## config.mk

```make
export PLATFORM = sky130hd
export DESIGN_NAME = reg_file_scb
export DESIGN_NICKNAME = d
export VERILOG_FILES = /design/src/rtl/reg_file_scb.sv
export SDC_FILE = /design/constraint.sdc
export NUM_CORES = 2
export LEC_CHECK = 0
export BUFFER_PORTS_ARGS = -buffer_cell sky130_fd_sc_hd__buf_2
export CAP_MARGIN = 5
export CORE_ASPECT_RATIO = 1.2
export CORE_MARGIN = 2
export CORE_UTILIZATION = 40
export CTS_CLUSTER_SIZE = 16
export DETAILED_ROUTE_END_ITERATION = 10
export PLACE_DENSITY_LB_ADDON = 0.08
export REMOVE_ABC_BUFFERS = 1
export SLEW_MARGIN = 20
export SYNTH_ARGS = -nofsm -noshare
export SYNTH_HDL_FRONTEND = slang
export SYNTH_SLANG_ARGS = --single-unit
```

## constraint.sdc

```tcl
create_clock -name clk -period 6.75 [get_ports clk]
set_input_delay 1.0125 -clock clk [delete_from_list [all_inputs] [get_ports clk]]
set_output_delay 1.0125 -clock clk [all_outputs]
set_load 0.01 [all_outputs]
```

## src/rtl/reg_file_scb.sv

```systemverilog
// reg_file_scb: integer register file with an integrated busy-bit scoreboard.
//   clk, rst_n        : clock and synchronous active-low reset
//   rd_addr/rd_data   : NUM_RD combinational read ports, with write->read bypass
//   rd_busy           : per read port, the register is reserved and not being written now
//   wr_en/addr/data   : NUM_WR write ports; the highest port index wins on a collision
//   iss_valid/addr    : destination reservation request; iss_ready accepts it
//   flush             : clears every busy bit; register data is kept
// Register 0 reads as zero, ignores writes and is never reserved.

// One read port: bypass lookup over the write ports, then the stored value.
module reg_file_scb_rdport #(
  parameter int DATA_WIDTH = 32,
  parameter int ADDR_WIDTH = 5,
  parameter int NUM_WR     = 2
) (
  input  logic [ADDR_WIDTH-1:0]                        rd_addr,
  input  logic [(1<<ADDR_WIDTH)-1:0][DATA_WIDTH-1:0]   regs,
  input  logic [(1<<ADDR_WIDTH)-1:0]                   busy,
  input  logic [NUM_WR-1:0]                            wr_en,
  input  logic [NUM_WR-1:0][ADDR_WIDTH-1:0]            wr_addr,
  input  logic [NUM_WR-1:0][DATA_WIDTH-1:0]            wr_data,
  output logic [DATA_WIDTH-1:0]                        rd_data,
  output logic                                         rd_busy
);
  logic hit;

  always_comb begin
    hit     = 1'b0;
    rd_data = regs[rd_addr];
    // Ascending scan so the highest-index matching write port lands last.
    for (int j = 0; j < NUM_WR; j++) begin
      if (wr_en[j] && (wr_addr[j] == rd_addr)) begin
        hit     = 1'b1;
        rd_data = wr_data[j];
      end
    end
    if (rd_addr == '0) rd_data = '0;
    // A write in flight resolves the hazard, so the port is not busy.
    rd_busy = busy[rd_addr] && !hit && (rd_addr != '0);
  end
endmodule

module reg_file_scb #(
  parameter int DATA_WIDTH = 32,
  parameter int ADDR_WIDTH = 5,
  parameter int NUM_RD     = 2,
  parameter int NUM_WR     = 2
) (
  input  logic                         clk,
  input  logic                         rst_n,
  input  logic [NUM_RD*ADDR_WIDTH-1:0] rd_addr,
  output logic [NUM_RD*DATA_WIDTH-1:0] rd_data,
  output logic [NUM_RD-1:0]            rd_busy,
  input  logic [NUM_WR-1:0]            wr_en,
  input  logic [NUM_WR*ADDR_WIDTH-1:0] wr_addr,
  input  logic [NUM_WR*DATA_WIDTH-1:0] wr_data,
  input  logic                         iss_valid,
  input  logic [ADDR_WIDTH-1:0]        iss_addr,
  output logic                         iss_ready,
  input  logic                         flush
);
  localparam int DEPTH = 1 << ADDR_WIDTH;

  logic [DEPTH-1:0][DATA_WIDTH-1:0]  regs_q, regs_d;
  logic [DEPTH-1:0]                  busy_q, busy_d;

  logic [NUM_WR-1:0][ADDR_WIDTH-1:0] wa;
  logic [NUM_WR-1:0][DATA_WIDTH-1:0] wd;
  logic [NUM_RD-1:0][ADDR_WIDTH-1:0] ra;
  logic [NUM_RD-1:0][DATA_WIDTH-1:0] rd_data_raw;
  logic [NUM_RD-1:0]                 rd_busy_raw;
  logic                              wr_hit_iss;

  assign wa = wr_addr;
  assign wd = wr_data;
  assign ra = rd_addr;

  genvar k;
  generate
    for (k = 0; k < NUM_RD; k++) begin : g_rd
      reg_file_scb_rdport #(
        .DATA_WIDTH(DATA_WIDTH), .ADDR_WIDTH(ADDR_WIDTH), .NUM_WR(NUM_WR)
      ) u_rdport (
        .rd_addr (ra[k]),
        .regs    (regs_q),
        .busy    (busy_q),
        .wr_en   (wr_en),
        .wr_addr (wa),
        .wr_data (wd),
        .rd_data (rd_data_raw[k]),
        .rd_busy (rd_busy_raw[k])
      );
    end
  endgenerate

  // Outputs are forced to their idle values while reset is asserted, so the
  // bypass path cannot leak write data during the reset cycle.
  always_comb begin
    wr_hit_iss = 1'b0;
    for (int j = 0; j < NUM_WR; j++)
      if (wr_en[j] && (wa[j] == iss_addr)) wr_hit_iss = 1'b1;
    iss_ready = !rst_n || (iss_addr == '0) || !busy_q[iss_addr] || wr_hit_iss;
    rd_data   = rst_n ? rd_data_raw : '0;
    rd_busy   = rst_n ? rd_busy_raw : '0;
  end

  always_comb begin
    regs_d = regs_q;
    busy_d = busy_q;
    for (int j = 0; j < NUM_WR; j++) begin
      if (wr_en[j]) begin
        if (wa[j] != '0) regs_d[wa[j]] = wd[j];
        busy_d[wa[j]] = 1'b0;
      end
    end
    // Applied after the release so a same-cycle re-issue survives; flush
    // discards the issue and every reservation.
    if (flush)
      busy_d = '0;
    else if (iss_valid && iss_ready && (iss_addr != '0))
      busy_d[iss_addr] = 1'b1;
    busy_d[0] = 1'b0;
  end

  always_ff @(posedge clk) begin
    if (!rst_n) begin
      regs_q <= '0;
      busy_q <= '0;
    end else begin
      regs_q <= regs_d;
      busy_q <= busy_d;
    end
  end
endmodule

```

==> results.tsv <==
metric	value	unit
status	complete, no violations	
asr flop ratio synth	0	
register bit total from synthesis	1055	
sequential-to-total area share from yosys stat	0.325	
initial antenna violation count	8	
Logic pwr share	0.121	
Worst-path clk slew	0.06	ns
min-delay src	regs_q[24]	
drt wl/cell	37.6	um
Final ANT Viol Nets	0	
CTS tree	yes	
CTS Sinks	1055	
IR drop worst, VDD	0.000225	V
I/O Pins	162	
Hold Crit Class	reg2reg	
Internal Power	10.9	mW
top cells by area, synth	dfxtp_1, mux2i_1, mux4_2	
ys flop type	dfxtp_1	
CP arrival	4.61	ns
Worst path top cell family by delay	simple AND/OR/NAND/NOR gates	
clk root buf	clkbuf_16	
Detailed Routing Iterations Pass 1	6	
crit path from	rd_addr[9]	
EDFF count, synth	0	
Die Y	446	um
Clock Power Share	0.460	
final hold vios	0	
core area	162000	sq um
Max-Cap Viols	0	
Reg-to-Reg Start	busy_q[25]	
wl on met1	125	mm
Ys Warns	0	
largest net degree at the start of global routing	125	
hpwl dp	185	mm
worst hold slack	0.487	ns
hold-critical path depth	1	
crit-path cells	buf_2 -> xor2_1 -> nor4_1 -> a31o_2 -> or2_2 -> nor3_1 -> a221o_1 -> buf_2	
cts repair resizes	0	
Fin Clk Skew	0.00734	ns
area grow syn2layout	8.64	%
Max stage delay cell, worst path	a31o_2	
DRT iter0 DRCs	7355	
H-tree levels	3	
sw power	4.42	mW
Setup Crit Path Kind	in2out	
max_slew headroom	0.165	
switching share of power	0.288	
post-CTS setup buffers	0	
total CTS buffers	121	
R2R Setup Slk	4.63	ns
Slew Viols, Final	0	
RSZ-0062 raised after global routing	false	
DIE WIDTH	372	um
Critical path buffers and inverters	2	
Required @ worst endpoint	5.74	ns
first-pass GRT wire length	451	mm
final core occ	0.436	
share of the clock period used by the worst path after layout	0.833	
final setup vio count	0	
hold path endpoint	regs_q[24]	
maximum clock path buffer count	3	
Worst-Skew Late Latency	0.78	ns
met3 WL	26.6	mm
vias in the first global route	56600	
gpl congestion	0.897	
crit end category	output pin	
Worst-Margin Slew	1.25	ns
Post-Syn Area	65000	sq um
total grt overflow	0	
P_leak	25.5	nW
residual DRC count	0	
post-synth top area share	0.325	
Via density	6.88	
Worst setup SP type	input pin	
hold buffer count at CTS	0	
f_max	178	MHz
Crit Path Max Fanout	18	
row count	162	
Starting Density	0.402	
share of post-route cells with drive strength above 1	0.170	
reg-to-reg critical path endpoint	busy_q[25]	
footprint of the multi-input gates	40400	sq um
PwrDens	217	nW/um^2
die area	166000	sq um
highest metal used	met5	
nets	6482	
Post-Layout Inst Area	70700	sq um
WL met2	145	mm
Via Count	59300	
number of port buffers	161	
DP Area	66500	sq um
sequential share of power	0.419	
Setup TNS Final	0	ns
Register-to-Register Path Depth	6	
count of different cell masters after synthesis	64	
fin crit period	5.63	ns
Seq. cell area	21100	sq um
Worst path most repeated cell	buf_2	
Fillers	15400	
final wirelength	324	mm
Synth Instances	6875	
GRT Util Overall	0.381	
top cell type by total area after synthesis	dfxtp_1	
delay of the slowest cell on the worst path	0.85	ns
average size of a mapped cell	9.46	sq um
-- cell usage after synthesis (58+ instances only) --
master and count:
a211oi_1 951, mux2i_1 1060, buf_4 80, dfxtp_1 1055
mux2_2 71, buf_1 91, clkbuf_1 614, o22ai_1 58
nor2_1 985, nand3_1 217, a21oi_1 116, mux4_2 372
buf_2 142, a311oi_1 147, nand2_1 236, a22oi_1 123
nor2b_1 97
-- worst reg2reg max path, cell delays in order, from the launching register on --
cell and delay (ns):
dfxtp_1 0.38, mux4_2 0.27, mux2i_1 0.08, nor3b_1 0.38, nor3_4 0.13, o21ai_2 0.52
o22ai_1 0.19
-- power by group through the flow --
stage / clock network [mW] / registers, mW / logic [mW]
final: 7.05 / 6.43 / 1.86
after global routing: 7.33 / 6.44 / 1.90
after CTS: 7.10 / 6.43 / 1.80
after detailed placement: 0 / 6.56 / 1.80
after global placement: 0 / 6.56 / 1.79
after floorplan: 0 / 6.54 / 0.791
-- layout by cell type (no fill, tap or decap), types with 36 or more instances in the layout --
cell type,n
buf_2,154
o22ai_1,58
a22oi_1,123
and2_1,36
a211oi_1,951
nor3_1,39
dfxtp_1,1055
nand3_1,217
nor2b_1,89
mux2i_1,1060
mux2_2,71
buf_4,163
a311oi_1,147
nand2_4,41
nor2_1,957
nand2_1,189
a21oi_1,116
clkbuf_16,123
mux4_2,372
-- metrics by stage --
stage | total power, mW | setup slack, ns | cells
finish | 15.3 | 1.12 | 8615
floorplan | 7.33 | -14.34 | 5927
CTS | 15.3 | 0.999 | 8613
detailed placement | 8.36 | 1.00 | 8395
global placement | 8.36 | 0.881 | 8393
global route | 15.7 | 1.17 | 8615
-- per-layer routing --
layer / global-route usage / up-vias
met2: 0.594 / 3485
met1: 0.472 / 29600
li1: - / 25100
met3: 0.0717 / 1053
met4: 0.265 / 2
met5: 0 / -
-- cell type report --
| cell class | count | share of cell area |
|---|---|---|
| multi-input cells | 4869 | 0.571 |
| flip-flops and latches | 1055 | 0.299 |
| clock buffers | 180 | 0.0510 |
| well taps | 2132 | 0.0378 |
| repair buffers | 337 | 0.0338 |
| clock inverters | 38 | 0.00707 |
| inverters | 3 | 0.000266 |
| diodes | 1 | 0.0000354 |
-- flip-flops by register name, summed over array words and instances (netlist names) --
register  count
busy_q       31
regs_q     1024
-- how the worst max path moves through the flow --
stage	end	slack (ns)	depth (start not counted)
after floorplan	busy_q[24]	-14.34	4
after global placement	rd_data[49]	0.88	8
final	rd_data[42]	1.12	8
after CTS	rd_data[42]	1.0	8
after global routing	rd_data[42]	1.17	8
after detailed placement	rd_data[42]	1.00	8
-- logic make-up after synthesis --
logic type | after synthesis | synth area share
flops | 1055 | 0.325
buf+inv | 951 | 0.0646
compound gates | 1646 | 0.191
xor+xnor | 30 | 0.00404
mux | 1503 | 0.304
simple gates | 1690 | 0.112
Note: power is estimated with default switching activity, not from simulation.
